## config.mk

```make
export PLATFORM = sky130hd
export DESIGN_NAME = mips_pipe_ctrl
export DESIGN_NICKNAME = d
export VERILOG_FILES = /design/src/rtl/mips_pkg.sv /design/src/rtl/bus_hs_fsm.sv /design/src/rtl/mips_pipe_ctrl.sv
export SDC_FILE = /design/constraint.sdc
export NUM_CORES = 1
export LEC_CHECK = 0
export BUFFER_PORTS_ARGS = -buffer_cell sky130_fd_sc_hd__buf_2
export CORE_MARGIN = 4
export CORE_UTILIZATION = 32
export DETAILED_ROUTE_END_ITERATION = 6
export PLACE_DENSITY = 0.69
export SLEW_MARGIN = 20
export SYNTH_ARGS = -nofsm -noshare
export SYNTH_HDL_FRONTEND = slang
export SYNTH_SLANG_ARGS = --single-unit
```

## constraint.sdc

```tcl
create_clock -name clk -period 1.63 [get_ports clk]
set_input_delay 0.2445 -clock clk [delete_from_list [all_inputs] [get_ports clk]]
set_output_delay 0.2445 -clock clk [all_outputs]
set_load 0.05 [all_outputs]
```

## src/rtl/mips_pkg.sv

```systemverilog
// Shared definitions for the MIPS pipeline-control slice: stage indices and
// handshake FSM state encodings. The fetch and data encodings use the same
// values as the generic channel FSM, so a channel state can be cast to either.
package mips_pkg;

    localparam int STG_F = 0;
    localparam int STG_D = 1;
    localparam int STG_E = 2;
    localparam int STG_M = 3;

    typedef enum logic [1:0] {
        HS_IDLE      = 2'd0,
        HS_WAIT_ADDR = 2'd1,
        HS_WAIT_DATA = 2'd2,
        HS_DONE      = 2'd3
    } hs_state_e;

    typedef enum logic [1:0] {
        IF_IDLE      = 2'd0,
        IF_WAIT_ADDR = 2'd1,
        IF_WAIT_DATA = 2'd2
    } if_state_e;

    typedef enum logic [1:0] {
        DM_IDLE      = 2'd0,
        DM_WAIT_ADDR = 2'd1,
        DM_WAIT_DATA = 2'd2,
        DM_DONE      = 2'd3
    } dm_state_e;

endpackage

```

## src/rtl/bus_hs_fsm.sv

```systemverilog
// One req/addr_ok/data_ok bus channel. The request is raised only while
// waiting for address acceptance; at most one transfer is outstanding.
// With HOLD set, a completed transfer parks in HS_DONE until release_i.
module bus_hs_fsm
    import mips_pkg::*;
#(
    parameter logic HOLD = 1'b1
)
(
    input  logic      clk,
    input  logic      rst,
    input  logic      start_i,
    input  logic      release_i,
    input  logic      addr_ok_i,
    input  logic      data_ok_i,
    output logic      req_o,
    output hs_state_e state_o
);

    hs_state_e state_q;
    hs_state_e state_d;

    // State register, cleared asynchronously by the active-low reset.
    always_ff @(posedge clk or negedge rst) begin
        if (!rst) begin
            state_q <= HS_IDLE;
        end else begin
            state_q <= state_d;
        end
    end

    // Next-state: start, wait for address accept, wait for data, optional hold.
    always_comb begin
        state_d = state_q;
        unique case (state_q)
            HS_IDLE: begin
                if (start_i) begin
                    state_d = HS_WAIT_ADDR;
                end
            end
            HS_WAIT_ADDR: begin
                if (addr_ok_i) begin
                    state_d = HS_WAIT_DATA;
                end
            end
            HS_WAIT_DATA: begin
                if (data_ok_i) begin
                    if (HOLD) begin
                        state_d = HS_DONE;
                    end else begin
                        state_d = HS_IDLE;
                    end
                end
            end
            HS_DONE: begin
                if (release_i) begin
                    state_d = HS_IDLE;
                end
            end
            default: begin
                state_d = HS_IDLE;
            end
        endcase
    end

    assign req_o   = (state_q == HS_WAIT_ADDR);
    assign state_o = state_q;

endmodule

```

## src/rtl/mips_pipe_ctrl.sv

```systemverilog
// Pipeline control for the MIPS core: instruction/data bus handshakes,
// a one-entry fetch buffer with stale-fetch discard, and per-stage
// stall/flush vectors. Stall is always a contiguous low-order prefix;
// the first stage that advances past a stalled one receives a bubble.
module mips_pipe_ctrl
    import mips_pkg::*;
#(
    parameter int NSTAGE = 5,
    parameter int DATA_W = 32
)
(
    input  logic              clk,
    input  logic              rst,
    output logic              inst_req,
    input  logic              inst_addr_ok,
    input  logic              inst_data_ok,
    input  logic [DATA_W-1:0] inst_rdata,
    output logic [DATA_W-1:0] instrF,
    output logic              instr_validF,
    input  logic              data_reqM,
    output logic              data_req,
    input  logic              data_addr_ok,
    input  logic              data_data_ok,
    input  logic              lwstallD,
    input  logic              div_busyE,
    input  logic              redirectD,
    input  logic              except_flush,
    output logic [NSTAGE-1:0] stall,
    output logic [NSTAGE-1:0] flush
);

    hs_state_e         fetchHs;
    hs_state_e         dataHs;
    if_state_e         ifState;
    dm_state_e         dmState;

    logic [DATA_W-1:0] ibuf_q;
    logic [DATA_W-1:0] ibuf_d;
    logic              ibufValid_q;
    logic              ibufValid_d;
    logic              discard_q;
    logic              discard_d;

    logic              memStall;
    logic              fetchStall;
    logic              fAdvance;
    logic              fetchStart;
    logic              fetchFire;
    logic              killFetch;
    logic [NSTAGE-1:0] stallVec;
    logic [NSTAGE-1:0] flushVec;

    assign ifState = if_state_e'(fetchHs);
    assign dmState = dm_state_e'(dataHs);

    // The buffered word moves into D whenever F is not held; a new fetch may
    // start as soon as the buffer is empty or is draining this cycle.
    assign fAdvance   = ibufValid_q & ~stallVec[STG_F];
    assign fetchStart = ~ibufValid_q | fAdvance;
    assign fetchFire  = (ifState == IF_WAIT_DATA) & inst_data_ok;
    assign killFetch  = redirectD | except_flush;

    assign memStall   = data_reqM & (dmState != DM_DONE);
    assign fetchStall = ~ibufValid_q;

    bus_hs_fsm #(
        .HOLD      (1'b0)
    ) u_fetch_hs (
        .clk       (clk),
        .rst       (rst),
        .start_i   (fetchStart),
        .release_i (fAdvance),
        .addr_ok_i (inst_addr_ok),
        .data_ok_i (inst_data_ok),
        .req_o     (inst_req),
        .state_o   (fetchHs)
    );

    bus_hs_fsm #(
        .HOLD      (1'b1)
    ) u_data_hs (
        .clk       (clk),
        .rst       (rst),
        .start_i   (data_reqM),
        .release_i (~stallVec[STG_M]),
        .addr_ok_i (data_addr_ok),
        .data_ok_i (data_data_ok),
        .req_o     (data_req),
        .state_o   (dataHs)
    );

    // Fetch buffer and discard flag registers.
    always_ff @(posedge clk or negedge rst) begin
        if (!rst) begin
            ibuf_q      <= '0;
            ibufValid_q <= 1'b0;
            discard_q   <= 1'b0;
        end else begin
            ibuf_q      <= ibuf_d;
            ibufValid_q <= ibufValid_d;
            discard_q   <= discard_d;
        end
    end

    // Buffer update: drain on F advance or redirect, mark an in-flight fetch
    // stale on redirect, and let a fresh returning word win over the drain.
    always_comb begin
        ibuf_d      = ibuf_q;
        ibufValid_d = ibufValid_q;
        discard_d   = discard_q;
        if (fAdvance || killFetch) begin
            ibufValid_d = 1'b0;
        end
        if (killFetch && (ifState == IF_WAIT_DATA) && !inst_data_ok) begin
            discard_d = 1'b1;
        end
        if (fetchFire) begin
            if (discard_q) begin
                discard_d = 1'b0;
            end else if (!killFetch) begin
                ibuf_d      = inst_rdata;
                ibufValid_d = 1'b1;
            end
        end
    end

    // Stall prefix: each source holds every stage up to and including its own.
    always_comb begin
        stallVec = '0;
        for (int k = 0; k < NSTAGE; k++) begin
            if ((k <= STG_M) && memStall) begin
                stallVec[k] = 1'b1;
            end
            if ((k <= STG_E) && div_busyE) begin
                stallVec[k] = 1'b1;
            end
            if ((k <= STG_D) && lwstallD) begin
                stallVec[k] = 1'b1;
            end
            if ((k == STG_F) && fetchStall) begin
                stallVec[k] = 1'b1;
            end
        end
    end

    // Bubble into the first stage that advances behind a held one; an
    // exception flushes every stage regardless.
    always_comb begin
        flushVec = '0;
        for (int k = 0; k < NSTAGE - 1; k++) begin
            flushVec[k+1] = stallVec[k] & ~stallVec[k+1];
        end
        if (except_flush) begin
            flushVec = '1;
        end
    end

    assign stall        = rst ? stallVec : '0;
    assign flush        = rst ? flushVec : '0;
    assign instrF       = ibuf_q;
    assign instr_validF = ibufValid_q;

endmodule

```

# ---- Yosys cells after proc, flatten, opt, wreduce, memory -nomap -nowiden
# Index checks and enable logic that the tools add are counted.
dict set report totals {
  output_inout_bits 45
  register_bits 38
  elab_cells 68
  inputBits 43
}
dict set report op_classes {
  n_mux 24
  n_bitwise 15
  reduce_logical 9
  eq_ne 15
}
# op count
set ops {}
lappend ops {{2-bit 2-to-1 mux} 8}
lappend ops {{2-bit one-hot mux with 4 select lines} 2}
lappend ops {{2-bit inequality test (second input constant)} 7}
lappend ops {{1-bit 2-to-1 mux} 11}
lappend ops {{5-bit 2-to-1 mux} 2}
lappend ops {{2-bit equality test (second input constant)} 4}
lappend ops {{4-bit AND reduction} 2}
lappend ops {{1-bit NOT} 7}
lappend ops {{1-bit AND} 6}
lappend ops {{2-bit by 1-bit equality test with 1-bit output (second input constant)} 2}
lappend ops {{2-bit logical NOT} 2}
lappend ops {{4-bit 2-to-1 mux} 1}
lappend ops {{2-bit by 1-bit inequality test with 1-bit output (second input constant)} 2}
lappend ops {{3-bit AND reduction} 1}
lappend ops {{1-bit logical AND} 2}
lappend ops {{1-bit bitwise OR} 2}
lappend ops {{1-bit logical NOT} 1}
lappend ops {{1-bit logical OR} 1}

# ---- Longest topological paths before layout
dict set report depth {
  ltp_word 13
  ltp_mapped 5
  mapped_depth_nobuf 5
}

# ---- Modules after synthesis
# A second synthesis with hierarchy kept.
dict set report unflattened {
  cells_unflattened 122
  hier_area_um2 1870.5
}
# mod instances seq_area_each_um2 area_per_inst_um2 cells_each
set by_module_without_submodules {}
lappend by_module_without_submodules {mips_pipe_ctrl 1 850.8 1555.2 96}
lappend by_module_without_submodules {{bus_hs_fsm (u_data_hs)} 1 50.0 206.4 17}
lappend by_module_without_submodules {{bus_hs_fsm (u_fetch_hs)} 1 50.0 108.9 9}

# ---- Worst setup path after synthesis
# Ideal clock, no wire load.
dict set report synth_path {
  path_type {register to output}
  from {reg u_data_hs.state_q[0] (netlist: u_data_hs.state_o[0])}
  to {out flush[4]}
  required_time_ns 1.385
  path_buffers 0
  path_slack_ns -0.229
  stages_incl_launch_ff 5
  t_arrival_ns 1.614
  path_cell_list {dfrtp_1 -> ha_1 -> nor2b_1 -> and2_1 -> or2_2}
}
dict set report synth_between {
  elab_chain_cells 5
}
# element line
set synth_lines {}
lappend synth_lines {{start, declared} bus_hs_fsm.sv:20} ;# hs_state_e state_q;
lappend synth_lines {{start signal, assigned} bus_hs_fsm.sv:28} ;# state_q <= state_d;
lappend synth_lines {{2-bit inequality test} mips_pipe_ctrl.sv:63} ;# assign memStall = data_reqM & (dmState != DM_DONE);
lappend synth_lines {{1-bit AND} mips_pipe_ctrl.sv:63}
lappend synth_lines {{1-bit 2-to-1 mux} mips_pipe_ctrl.sv:131} ;# if ((k <= STG_M) && memStall) begin
lappend synth_lines {{5-bit 2-to-1 mux} mips_pipe_ctrl.sv:153} ;# if (except_flush) begin
lappend synth_lines {{5-bit 2-to-1 mux} mips_pipe_ctrl.sv:159} ;# assign flush = rst ? flushVec : '0;
lappend synth_lines {{end, declared} mips_pipe_ctrl.sv:29} ;# output logic [NSTAGE-1:0] flush
# No other way between the ends.

# ---- Worst setup path after layout
# Ends and elaborated chain as after synthesis.

==> flow_summary_export.csv <==
group,metric,value,unit
run_status,outcome,"finished, violations left",
run_status,violations,"negative setup slack",
sta,holdWs,0.0311,ns
yosys,ys_warn_count,0,
setup_path,required,1.39,ns
finish,fill_cells,479,
sta,layout_setup_ws,-0.0543,ns
setup_path,crit_buf_inv,1,
yosys,synth-edff-count,0,
detailed_routing,dr.pass1.iters,3,
sta,hold_viol,0,
yosys,synth_cell_types,30,
yosys,yosysTopAreaCell,"dfrtp_1",
setup_path,crit_slowest_cell,"dfrtp_1",
clock_tree,cts_max_path_buffers,2,
sta,rsz0062_at_grt,"yes",
detailed_routing,postRouteAntennaNets,0,
clock_tree,htree_num_levels,2,
clock_tree,cts.sinks,38,
floorplanning,rows,26,
setup_path,cp-start-kind,"flop",
placement,dpl_worst_slack,0.0234,ns
clock_tree,tritoncts,"done",
setup_path,timing.rr.end,"u_data_hs.state_o[1]$_DFFE_PN0P_",
yosys,syn-mean-instance-area,14.9,um^2
setup_path,path_class,"reg2out",
yosys,synth_most_common_cell,"dfrtp_1",
power_and_ir_drop,ir_worst_vdd,0.000835,V
placement,placed_cell_area,2320,um^2
sta,finalSetupViolations,4,
setup_path,crit_family,"simple AND/OR/NAND/NOR gates",
setup_path,crit_cells,5,
global_routing,overflow,0,
setup_path,path_cells,"ha_4 -> nor2b_4 -> and2_4 -> or2_4 -> buf_8",
power_and_ir_drop,report.power.total,5.26,mW
clock_tree,clk_pin_slew_worst_paths,0.07,ns
placement,port_buffers,86,
global_routing,gr-usage-all-layers,12.2,%
finish,syn_to_final_growth,44.2,%
detailed_routing,drt-total-wl,4010,um
setup_path,cp.arrival,1.44,ns
detailed_routing,avgViaCountPerCell,4.49,
worst_hold_path,min_path_type,"in2async",
sta,fin_skew,0.00825,ns
clock_tree,cts_inserted_buffers,5,
detailed_routing,drcViolationCount,0,
floorplanning,core,5270,um^2
sta,fin_crit_sh,103,%
yosys,yosysSeqAreaShare,53.1,%
flow_run,drv_cap,0,
setup_path,crit_path_start,"u_data_hs.state_o[0]$_DFFE_PN0P_",
detailed_routing,dr_total_vias,1298,
floorplanning,die_w,82.8,um
floorplanning,io_pins,88,
setup_path,timing.rr.start,"u_data_hs.state_o[1]$_DFFE_PN0P_",
floorplanning,die-area,6850,um^2
detailed_routing,drtIter0Drc,25,
finish,fin_cells,289,
floorplanning,initial_core_util,34.0,%
global_routing,grt_max_degree,29,
power_and_ir_drop,power.leakage,1.43,nW
clock_tree,clock_latency,0.28,ns
yosys,synth_fp_nets,167,
sta,finalCriticalPeriod,1.68,ns
setup_path,r2r_cells,6,
finish,diodes,0,
power_and_ir_drop,power_density,2040,nW/um^2
detailed_routing,wl_per_cell,13.9,um
clock_tree,clockRootBuffer,"clkbuf_8",
global_routing,grt_pass1_wl,6280,um
setup_path,end_kind,"output pin",
yosys,synth_top_cells_by_count,"dfrtp_1 (38), mux2_4 (29), nor2b_1 (6)",
placement,dp_hpwl,2940,um
sta,fmax,0.594,GHz
placement,place.gp.congestion,0.781,
yosys,synth_top_area_share,53.1,%
global_routing,grt_pass1_vias,1367,
setup_path,endpoint,"flush[4]",
finish,drive_gt1_share,69.9,%
placement,dp_cells,276,
global_routing,antenna_found_initial,0,
setup_path,crit_path_max_fanout,4,
setup_path,r2r_slack,0.05,ns
yosys,synth_seq_cells,38,
yosys,synth_cells,120,
yosys,async_flop_share,100,%
yosys,synth_flop_cell,"dfrtp_1",
floorplanning,fp.dieH,82.8,um
setup_path,critPathMaxStageDelay,0.41,ns
finish,nNetsFinal,265,
yosys,netlist_top_cells_area,"dfrtp_1 (53%), mux2_4 (24%), ha_1 (2.8%)",
finish,design_area,2580,um^2
sta,drv_slew,0,
yosys,synth.cell_area,1790,um^2
## metal layers
| layer | up-vias | GRT usage (%) | share of wire (%) |
|---|---|---|---|
| li1 | 615 | - | - |
| met1 | 628 | 13.6 | 40 |
| met2 | 50 | 21.5 | 51 |
| met3 | 5 | 3.35 | 7.6 |
| met4 | 0 | 5.39 | 1.9 |
| met5 | - | 0 | 0 |
## cells by family after synthesis
family	Yosys count	synth area share (%)
and+or+nand+nor	23	8.81
DFF	38	53.1
buffers and inverters	9	3.36
other	1	0.210
muxes	33	26.9
AOI/OAI and AO/OA	12	4.83
adders and majority gates	4	2.80
## cells in the final DEF (no fill, tap or decap), types with 2 or more instances in the layout
cell | Yosys | layout
buf_4 | 1 | 8
and2_4 | 0 | 2
a21oi_1 | 3 | 2
inv_1 | 5 | 5
buf_6 | 3 | 5
ha_1 | 4 | 2
and2_1 | 4 | 2
o21a_1 | 2 | 2
buf_8 | 0 | 2
nor3_2 | 1 | 2
mux2_2 | 4 | 3
nor2b_1 | 6 | 2
dfrtp_1 | 38 | 38
buf_2 | 0 | 77
mux2_4 | 29 | 30
nor2b_2 | 0 | 3
clkbuf_8 | 0 | 6
## cell type report
cell class                      count  area [um^2]  share of cell area, %
Clock buffer                        7         86.3                   3.35
Clock inverter                      1         5.00                  0.194
Inverter                            5         18.8                  0.727
Multi-Input combinational cell     73          862                   33.4
Sequential cell                    38          951                   36.9
Tap cell                           70         87.6                   3.39
Timing Repair Buffer               95          569                   22.1
## registers in the layout, indices dropped and copies added, names as in the netlist
signal	cells
u_fetch_hs.state_o	2
instrF	32
u_data_hs.state_o	2
instr_validF	1
discard_q	1
## per-stage QoR
step	TNS [ns]	util (%)
floorplan	-0.0643	-
global placement	0	44.0
detailed placement	0	44.0
CTS	-0.168	48.3
global route	-0.628	49.0
finish	-0.123	49.0
## worst register-to-register path, cell delays in order (launching register included)
cell and delay, ns:
dfrtp_1 0.40, buf_4 0.14, inv_1 0.05, ha_2 0.16, nor2b_1 0.14, a221oi_2 0.25, mux2_4 0.32
## timing repair
item	in CTS	in global routing
resized for setup	27	5
buffers inserted	3	1
hold buffers	1	0
pin swaps	4	1
endpoints found under the setup margin	8	9
endpoints found under the hold margin	1	0
## worst min path at each step
stage | endpoint | slack [ns] | startpoint | depth (start not counted)
final | instrF[10]$_DFFE_PN0P_ | 0.03 | rst | 2
after global routing | instrF[6]$_DFFE_PN0P_ | 0.07 | rst | 2
after CTS | u_data_hs.state_o[1]$_DFFE_PN0P_ | 0.03 | rst | 2
after global placement | instrF[3]$_DFFE_PN0P_ | 0.08 | rst | 1
after detailed placement | instrF[3]$_DFFE_PN0P_ | 0.09 | rst | 1
after floorplan | discard_q$_DFF_PN0_ | -0.05 | rst | 0
## power by group
part | switching, mW | total, mW | internal, mW
logic | 1.94 | 3.01 | 1.07
registers | 0.251 | 1.61 | 1.36
clock network | 0.302 | 0.642 | 0.341
No activity file was read; power rests on OpenSTA's default activity.
